[src/rtl/led_fx_pkg.sv]
// Shared types and derived timing constants for the LED effect engine.
package led_fx_pkg;

  typedef enum logic [1:0] {
    FX_OFF   = 2'd0,
    FX_SPLIT = 2'd1,
    FX_FLOW  = 2'd2,
    FX_SYNC  = 2'd3
  } fx_mode_t;

  function automatic int pwm_period(input int clk_freq, input int pwm_freq);
    return clk_freq / pwm_freq;
  endfunction

  function automatic int pwm_div(input int period, input int levels);
    return period / levels;
  endfunction

  function automatic int step_clk(input int clk_freq, input int step_ms);
    return (clk_freq / 1000) * step_ms;
  endfunction

  // The duty compare only lands on exact level boundaries when the period divides evenly.
  function automatic bit period_ok(input int period, input int levels);
    return (period % levels) == 0;
  endfunction

endpackage

[src/rtl/led_fx_timebase.sv]
// PWM period counter plus the base-step counter and speed divider that produce step ticks.
module led_fx_timebase #(
  parameter int PWM_PERIOD = 100000,
  parameter int STEP_CLK   = 4000000
) (
  input  logic                          clk,
  input  logic                          rst,
  input  logic                          hold,
  input  logic                          restart,
  input  logic [1:0]                    speed,
  output logic [$clog2(PWM_PERIOD)-1:0] pwm_cnt,
  output logic                          period_wrap,
  output logic                          step_tick
);
  localparam int PW = $clog2(PWM_PERIOD);
  localparam int BW = $clog2(STEP_CLK);

  logic [PW-1:0] pwm_cnt_reg;
  logic [BW-1:0] base_cnt_reg;
  logic [1:0]    div_cnt_reg;
  logic          step_tick_reg;
  logic          base_tick;
  logic          div_hit;

  assign period_wrap = pwm_cnt_reg == PW'(PWM_PERIOD - 1);
  assign base_tick   = base_cnt_reg == BW'(STEP_CLK - 1);
  // >= rather than == so lowering speed mid-interval fires on the very next base tick.
  assign div_hit     = div_cnt_reg >= speed;

  always_ff @(posedge clk) begin
    if (rst || period_wrap) pwm_cnt_reg <= '0;
    else                    pwm_cnt_reg <= pwm_cnt_reg + PW'(1);
  end

  always_ff @(posedge clk) begin
    if (rst || hold || restart) begin
      base_cnt_reg  <= '0;
      div_cnt_reg   <= '0;
      step_tick_reg <= 1'b0;
    end else begin
      step_tick_reg <= base_tick && div_hit;
      if (base_tick) begin
        base_cnt_reg <= '0;
        div_cnt_reg  <= div_hit ? 2'd0 : div_cnt_reg + 2'd1;
      end else begin
        base_cnt_reg <= base_cnt_reg + BW'(1);
      end
    end
  end

  assign pwm_cnt   = pwm_cnt_reg;
  assign step_tick = step_tick_reg;

endmodule

[src/rtl/led_fx_engine.sv]
// LED effect engine: breathe / split-breathe / bouncing flow over an N-LED bank on one PWM timebase.
module led_fx_engine import led_fx_pkg::*; #(
  parameter int CLK_FREQ = 100_000_000,
  parameter int PWM_FREQ = 1000,
  parameter int N_LED    = 16,
  parameter int LEVELS   = 100,
  parameter int STEP_MS  = 40
) (
  input  logic             clk,
  input  logic             rst,
  input  logic [1:0]       mode,
  input  logic [1:0]       speed,
  output logic [N_LED-1:0] led,
  output logic             step_pulse
);
  localparam int PWM_PERIOD = pwm_period(CLK_FREQ, PWM_FREQ);
  localparam int PWM_DIV    = pwm_div(PWM_PERIOD, LEVELS);
  localparam int STEP_CLK   = step_clk(CLK_FREQ, STEP_MS);
  localparam int PW         = $clog2(PWM_PERIOD);
  localparam int LW         = $clog2(LEVELS + 1);
  localparam int HW         = $clog2(N_LED);
  localparam logic [LW-1:0] LVL_MAX  = LW'(LEVELS);
  localparam logic [HW-1:0] H_LAST   = HW'(N_LED - 1);
  localparam logic          DIR_UP   = 1'b0;
  localparam logic          DIR_DOWN = 1'b1;

  if (!period_ok(PWM_PERIOD, LEVELS) || (N_LED % 2) != 0 || N_LED < 4) begin : g_param_check
    $error("led_fx_engine: PWM_PERIOD must be a multiple of LEVELS and N_LED must be even and >= 4");
  end

  fx_mode_t      mode_sel;
  logic [1:0]    mode_prev_reg;
  logic          restart;
  logic          hold;
  logic [PW-1:0] pwm_cnt;
  logic          period_wrap;
  logic          step_tick;
  logic [LW-1:0] lvl_reg, hl_reg, fl_reg;
  logic [HW-1:0] h_reg, f_reg;
  logic          dir_reg, fdir_reg;
  logic          blank_reg;

  assign mode_sel = fx_mode_t'(mode);
  assign restart  = mode != mode_prev_reg;
  assign hold     = mode_sel == FX_OFF;

  led_fx_timebase #(
    .PWM_PERIOD (PWM_PERIOD),
    .STEP_CLK   (STEP_CLK)
  ) u_timebase (
    .clk         (clk),
    .rst         (rst),
    .hold        (hold),
    .restart     (restart),
    .speed       (speed),
    .pwm_cnt     (pwm_cnt),
    .period_wrap (period_wrap),
    .step_tick   (step_tick)
  );

  always_ff @(posedge clk) begin
    mode_prev_reg <= mode;
  end

  // Blanking hides the stale shadow levels of the old mode until a fresh period starts.
  always_ff @(posedge clk) begin
    if (rst)              blank_reg <= 1'b0;
    else if (restart)     blank_reg <= 1'b1;
    else if (period_wrap) blank_reg <= 1'b0;
  end

  always_ff @(posedge clk) begin
    if (rst || restart || hold) begin
      lvl_reg  <= '0;
      dir_reg  <= DIR_UP;
      h_reg    <= '0;
      hl_reg   <= '0;
      f_reg    <= '0;
      fl_reg   <= '0;
      fdir_reg <= DIR_UP;
    end else if (step_tick) begin
      case (mode_sel)
        FX_SPLIT, FX_SYNC: begin
          if (dir_reg == DIR_UP) begin
            if (lvl_reg == LVL_MAX) begin
              dir_reg <= DIR_DOWN;
              lvl_reg <= LVL_MAX - LW'(1);
            end else begin
              lvl_reg <= lvl_reg + LW'(1);
            end
          end else if (lvl_reg == '0) begin
            dir_reg <= DIR_UP;
            lvl_reg <= LW'(1);
          end else begin
            lvl_reg <= lvl_reg - LW'(1);
          end
        end
        FX_FLOW: begin
          if (hl_reg == LVL_MAX) begin
            f_reg  <= h_reg;
            fl_reg <= LVL_MAX;
            hl_reg <= '0;
            if (fdir_reg == DIR_UP) begin
              if (h_reg == H_LAST) begin
                h_reg    <= H_LAST - HW'(1);
                fdir_reg <= DIR_DOWN;
              end else begin
                h_reg <= h_reg + HW'(1);
              end
            end else if (h_reg == '0) begin
              h_reg    <= HW'(1);
              fdir_reg <= DIR_UP;
            end else begin
              h_reg <= h_reg - HW'(1);
            end
          end else begin
            hl_reg <= hl_reg + LW'(1);
            if (fl_reg != '0) fl_reg <= fl_reg - LW'(1);
          end
        end
        default: ;
      endcase
    end
  end

  for (genvar gi = 0; gi < N_LED; gi++) begin : g_led
    localparam logic [HW-1:0] IDX   = HW'(gi);
    localparam bit            LOWER = gi < N_LED / 2;

    logic [LW-1:0] level_next;
    logic [LW-1:0] shadow_reg;
    logic          led_reg;
    logic          head_hit;
    logic          fade_hit;

    assign head_hit = h_reg == IDX;
    assign fade_hit = (f_reg == IDX) && (fl_reg != '0) && (f_reg != h_reg);

    always_comb begin
      level_next = '0;
      case (mode_sel)
        FX_SPLIT: level_next = LOWER ? lvl_reg : LVL_MAX - lvl_reg;
        FX_SYNC:  level_next = lvl_reg;
        FX_FLOW: begin
          if (head_hit)      level_next = hl_reg;
          else if (fade_hit) level_next = fl_reg;
        end
        default: ;
      endcase
    end

    always_ff @(posedge clk) begin
      if (rst)              shadow_reg <= '0;
      else if (period_wrap) shadow_reg <= level_next;
    end

    always_ff @(posedge clk) begin
      if (rst) led_reg <= 1'b0;
      else     led_reg <= !(blank_reg || restart) && (int'(pwm_cnt) < int'(shadow_reg) * PWM_DIV);
    end

    assign led[gi] = led_reg;
  end

  assign step_pulse = step_tick;

endmodule

[config.mk]
export PLATFORM = sky130hd
export DESIGN_NAME = led_fx_engine
export DESIGN_NICKNAME = d
export VERILOG_FILES = /design/src/rtl/led_fx_pkg.sv /design/src/rtl/led_fx_timebase.sv /design/src/rtl/led_fx_engine.sv
export SDC_FILE = /design/constraint.sdc
export NUM_CORES = 2
export LEC_CHECK = 0
export CORE_MARGIN = 1
export CORE_UTILIZATION = 30
export CTS_CLUSTER_DIAMETER = 30
export CTS_CLUSTER_SIZE = 28
export DETAILED_ROUTE_END_ITERATION = 7
export PLACE_DENSITY = 0.52
export SLEW_MARGIN = 20
export SYNTH_ARGS = -nofsm -noshare
export SYNTH_HDL_FRONTEND = slang
export SYNTH_SLANG_ARGS = --single-unit
[constraint.sdc]
create_clock -name clk -period 7.1 [get_ports clk]
set_input_delay 0.71 -clock clk [delete_from_list [all_inputs] [get_ports clk]]
set_output_delay 0.71 -clock clk [all_outputs]
set_load 0.005 [all_outputs]
==> Word level (Yosys, flattened, before mapping) <==
Index checks and enable logic that the tools add are counted.
{ "word_totals": {"wordCells": 262, "register_bits": 204, "in_bits": 6, "output_inout_bits": 17} }
{ "classes": {"add_sub_neg": 10, "n_lt_le_gt_ge": 17, "n_mul": 16, "eq_ne": 39, "muxes": 66, "reduce_logical": 69} }
{ "op_table": {"columns": ["cell", "n"], "rows": [
  ["17-bit < comparator", 16],
  ["7-bit two-way mux", 38],
  ["7-bit by 7-bit multiplier with 14-bit output, second input constant", 16],
  ["7-bit case mux with 3 select lines", 8],
  ["7-bit case mux with 2 select lines", 8],
  ["4-bit == test, second input constant", 16],
  ["1-bit logical AND", 49],
  ["4-bit by 3-bit == test with 1-bit output, second input constant", 8],
  ["22-bit by 1-bit adder with 22-bit output, second input constant", 1],
  ["22-bit == test, second input constant", 1],
  ["17-bit by 1-bit adder with 17-bit output, second input constant", 1],
  ["17-bit == test, second input constant", 1],
  ["4-bit by 2-bit == test with 1-bit output, second input constant", 4],
  ["7-bit by 1-bit adder with 7-bit output, second input constant", 2],
  ["7-bit == test, second input constant", 2],
  ["7-bit by 1-bit subtractor with 7-bit output, second input constant", 2],
  ["4-bit two-way mux", 3],
  ["4-bit by 1-bit == test with 1-bit output, second input constant", 2],
  ["4-bit zero test", 2],
  ["1-bit two-way mux", 8],
  ["7-bit zero test", 1],
  ["7-bit nonzero test", 1],
  ["7-bit subtractor, first input constant", 1],
  ["1-bit logical OR", 6],
  ["other kinds (15)", 20]
]} }

==> Longest topological paths before layout <==
{ "logic_depth": {"ltp_word": 6, "mapped_depth": 18, "ltp_nobuf": 18} }

==> Cells and area by module <==
A second synthesis with hierarchy kept.
{ "hier_totals": {"hier_cells": 3903, "area_unflattened_um2": 33672.3} }
{ "by_module_without_submodules": {"columns": ["module", "area_per_inst_um2", "instances", "cells_per_inst", "seq_area_each_um2"], "rows": [
  ["led_fx_engine", 31707.9, 1, 3675, 3243.1],
  ["led_fx_timebase", 1964.4, 1, 228, 840.8]
]} }

==> Worst setup path before layout <==
No wires, ideal clock.
{ "synth_timing": {"path_type": "register -> register", "start": "reg g_led[15].shadow_reg[2]", "end": "reg g_led[15].led_reg", "setup_slack_ns": 2.538, "arrival_ns": 4.503, "synth_period_minus_slack_ns": 4.562, "path_stages_with_launch": 19, "t_required_ns": 7.041, "setup_time_ns": 0.059, "path_buffers": 0, "cell_sequence": "dfxtp_1 > fa_1 > fa_1 > inv_1 > fa_1 > fa_1 > inv_1 > ha_1 > nor4_1 > o21ai_0 > a31o_2 > a21oi_1 > xor2_1 > ha_1 > a21oi_1 > nand2_1 > a211oi_1 > o21ai_0 > nand2_1"} }
{ "synth_between": {"elab_chain_cells": 3} }
{ "synth_lines": {"columns": ["item", "line", "source"], "rows": [
  ["start, declared", "led_fx_engine.sv:131", "logic [LW-1:0] shadow_reg;"],
  ["start signal, assigned", "led_fx_engine.sv:154", "else if (period_wrap) shadow_reg <= level_next;"],
  ["7-bit by 7-bit multiplier with 14-bit output", "led_fx_engine.sv:159", "else led_reg <= !(blank_reg || restart) && (int'(pwm_cnt) < int'(shadow_reg) * PWM_DIV);"],
  ["17-bit < comparator", "led_fx_engine.sv:159", null],
  ["1-bit logical AND", "led_fx_engine.sv:159", null],
  ["end signal, assigned", "led_fx_engine.sv:159", null],
  ["end, declared", "led_fx_engine.sv:132", "logic led_reg;"]
]} }
Every way passes these cells.
A chain may end at the register's enable or synchronous reset.

==> Final worst setup path <==
{ "layout_timing": {"start": "reg g_led[6].shadow_reg[2]", "end": "reg g_led[6].led_reg"} }
{ "layout_between": {"elab_chain_cells": 3} }
{ "layout_lines": {"columns": ["item", "line"], "rows": [
  ["start, declared", "led_fx_engine.sv:131"],
  ["start signal, assigned", "led_fx_engine.sv:154"],
  ["7-bit by 7-bit multiplier with 14-bit output", "led_fx_engine.sv:159"],
  ["17-bit < comparator", "led_fx_engine.sv:159"],
  ["1-bit logical AND", "led_fx_engine.sv:159"],
  ["end signal, assigned", "led_fx_engine.sv:159"],
  ["end, declared", "led_fx_engine.sv:132"]
]} }
Every way passes these cells.

==> summary.md <==
| Metric | Value |
|---|---|
| Flops & latches, synth | `between 200 and 250` |
| Leading area contributor after synthesis | `ha_1` |
| Post-synth top area share | `0.284` |
| Hold Crit Class | `register to register` |
| Remaining antenna violation count | `0` |
| CTS tree | `built` |
| Vias in the first global route | `roughly 27000` |
| Yosys cell types | `79` |
| Min-delay src | `u_timebase.base_cnt_reg[0]$_SDFF_PP0_` |
| Slew Viols, Final | `0` |
| Setup tns final | `0 ns` |
| Setup crit end kind | `register` |
| Outcome | `complete, no violations` |
| RSZ-0062 raised after global routing | `no` |
| Die area | `between 100000 and 150000 µm²` |
| Pleak | `between 15 and 20 nW` |
| Global Route Usage Sum | `0.162` |
| Grt ovf | `0` |
| Largest net degree at the start of global routing | `52` |
| RD Place Congestion | `around 0.88` |
| Worst reg2reg path endpoint | `g_led[6].led_reg$_SDFF_PP0_` |
| Largest register FFs | `112` |
| R2R Setup Slk | `a little over 2 ns` |
| Post-cts gate resize count | `0` |
| Post CTS Setup Buffer Count | `0` |
| Worst slew pin tran | `about 1.1 ns` |
| Wirelength, routed | `90000 µm` |
| Die Y | `roughly 340 µm` |
| Post-DP HPWL | `between 60000 and 70000 µm` |
| Max-cap viol count | `0` |
| CTS H-tree depth | `3` |
| Clock-pin slew on the worst setup and hold paths | `0.04 ns` |
| Core ar. | `between 100000 and 150000 µm²` |
| Initial antenna violation count | `2` |
| Post-synthesis xor/xnor area fraction | `0.0519` |
| CP Launch Type | `register` |
| Synth Flop Type | `dfxtp_1` |
| Cell row count | `between 100 and 150` |
| Clock root cell | `clkbuf_16` |
| Min-Delay Endpoint | `u_timebase.base_cnt_reg[0]$_SDFF_PP0_` |
| Cell count after synthesis | `a little under 4000` |
| Mean area per synthesized cell | `8.67 µm²` |
| Skew final | `0.0246 ns` |
| Synth area leaders | `ha_1 (28%), fa_1 (17%), dfxtp_1 (12%)` |
| Clock latency on the worst-skew pair | `a little over 0.6 ns` |
| Post-synthesis mux area share | `0.00152` |
| Fmax achieved | `approximately 0.2 GHz` |
| Total CTS buffers | `70` |
| Syn nets | `slightly below 5000` |
| Global-route wire length before repair | `~150000 µm` |
| Number of enable flip-flop cells after synthesis | `0` |
| Via Count | `26851` |
| Final hold violations | `0` |
| Worst R2R Path Depth | `18` |
| Final Setup Violations | `0` |
| Period utilisation layout | `0.708` |
| Initial Util | `0.304` |
| DRC | `0` |
| Post-synthesis sequential area ratio | `0.121` |
| CP required | `about 7.7 ns` |
| Initial DRT Pass Iterations | `7` |
| Area Growth Syn to Fin | `12.5%` |
| Storage cell area | `4100 µm²` |
| Hold depth | `1` |
| Share of cells above drive strength 1 | `0.0515` |
| Layout net count | `approximately 5000` |
| Cts hold-fix bufs | `0` |
| Simple-gate area share of the yosys netlist | `0.127` |
| Worst EP arrival | `about 5.6 ns` |
| FF-to-FF Start | `g_led[6].shadow_reg[2]$_SDFFE_PP0P_` |
| Clock sink count | `204` |
| PortBufs | `22` |
| Largest family of logic cells by synthesized area | `adder cells` |
| Rel. slew slack | `0.260` |
| Worst hold margin | `roughly 0.44 ns` |
| Async set-reset flop share out of synthesis | `0` |
| Post-DR wirelength/cell | `approximately 17 µm` |
| Clock Tree Buf Depth | `3` |
| Compound-Gate Fraction of Synth Area | `0.165` |
| Critical path class | `register to register` |
| Mapped cell area | `roughly 34000 µm²` |
| N_diodes | `0` |
| Area share of fa/ha/maj cells after synthesis | `0.455` |
| DR iter-0 viols | `1545` |
| Pwr/cell area | `~120 nW/µm²` |
| Maximum VDD drop | `around 0.16 mV` |
| Top Ports | `23` |
| Vias per inst | `4.93` |
| Warnings from Yosys | `0` |
| Multi-input logic area | `between 20000 and 30000 µm²` |
| Min Tclk post-route | `5.02 ns` |
| Die width | `approximately 340 µm` |
| Fillers | `roughly 12000` |
| Worst Path Max Fanout | `6` |
## placed cells by master (no fill, tap or decap), drive strengths merged, types with 33 or more instances in the layout
cell      n
dfxtp   204
nor2    302
nand3    68
a31oi    83
a21o     81
o21ai   177
inv     574
o211ai   46
o21a     33
a211oi   68
o21bai   33
ha      766
nand2   211
nand4    46
clkbuf   92
nor3     67
xor2    117
a21oi   234
xnor2    83
fa      288
## stage by stage
stage | std cells | setup WS [ns] | cell area (µm²) | util | power [mW]
floorplan | 3894 | 2.54 | 33700 | - | 1.21
global placement | 5321 | 2.17 | 35500 | 0.320 | 1.23
detailed placement | 5321 | 2.06 | 35500 | 0.320 | 1.23
CTS | 5447 | 2.04 | 38000 | 0.342 | 4.51
global route | 5447 | 1.64 | 38000 | 0.342 | 4.58
finish | 5447 | 2.08 | 38000 | 0.342 | 4.45
## power by group
part	internal, mW	switching, mW	total [mW]
sequential	1.15	0.00243	1.16
clock	2.26	0.974	3.24
combinational	0.0159	0.0434	0.0593
total	3.43	1.02	4.45
## critical path, cell delays in order (launching register included)
cell and delay [ns]:
dfxtp_1 0.49, fa_1 0.52, fa_1 0.52, inv_1 0.05, fa_1 0.47, fa_1 0.55
inv_1 0.05, ha_1 0.24, nor4_1 0.25, o21ai_0 0.17, a31o_2 0.27, a21oi_1 0.16
xor2_1 0.17, ha_1 0.27, a21oi_1 0.15, nand2_1 0.07, a211oi_1 0.31, nand4_1 0.15
nand2_1 0.09
## cell usage after synthesis (all sizes together) (12+ instances only)
cell,instances
xor2,117
nor3,67
nor4,23
buf,45
nand4,46
nor2b,25
a31o,17
nand2,211
a211oi,68
o22ai,13
and2,30
dfxtp,204
fa,288
and3,29
a2111oi,17
inv,569
a21oi,234
ha,766
o21bai,33
nand2b,21
or4,23
o21a,33
nor2,302
xnor2,83
o21ai,177
a21o,81
clkbuf,64
a211o,12
o31ai,22
a31oi,83
o211ai,46
nand3,68
## per-layer routing
metal,vias to the layer above,global-route usage,routed length [µm],part of all wire
met4,2,0.0503,2580,0.029
met1,12755,0.222,44000,0.49
li1,13521,-,-,-
met2,448,0.261,40200,0.45
met3,125,0.0219,3210,0.036
met5,-,0,10,0.00011
## worst max path at each step
| stage | from | end | slack [ns] |
|---|---|---|---|
| floorplan | g_led[15].shadow_reg[2]$_SDFFE_PP0P_ | g_led[15].led_reg$_SDFF_PP0_ | 2.54 |
| global placement | g_led[10].shadow_reg[2]$_SDFFE_PP0P_ | g_led[10].led_reg$_SDFF_PP0_ | 2.17 |
| detailed placement | g_led[10].shadow_reg[2]$_SDFFE_PP0P_ | g_led[10].led_reg$_SDFF_PP0_ | 2.06 |
| CTS | g_led[10].shadow_reg[2]$_SDFFE_PP0P_ | g_led[10].led_reg$_SDFF_PP0_ | 2.04 |
| global route | g_led[14].shadow_reg[2]$_SDFFE_PP0P_ | g_led[14].led_reg$_SDFF_PP0_ | 1.64 |
| finish | g_led[6].shadow_reg[2]$_SDFFE_PP0P_ | g_led[6].led_reg$_SDFF_PP0_ | 2.08 |
## cells by family (layout without fill, tap and decap cells)
logic type      Yosys count  count (layout)
buf+inv                 678             743
xor+xnor                200             200
simple gates            887             887
compound gates          866             866
mux                       5               5
fa+ha+maj              1054            1054
flops                   204             204
## final cells by class
cell class,instances,share of cell area
clock buffer,92,0.0515
clock inverter,34,0.0134
inverter,569,0.0562
multi-input combinational,3012,0.711
sequential,204,0.108
tap,1488,0.0490
timing repair buffer,48,0.0108
No activity file was read; power rests on OpenSTA's default activity.
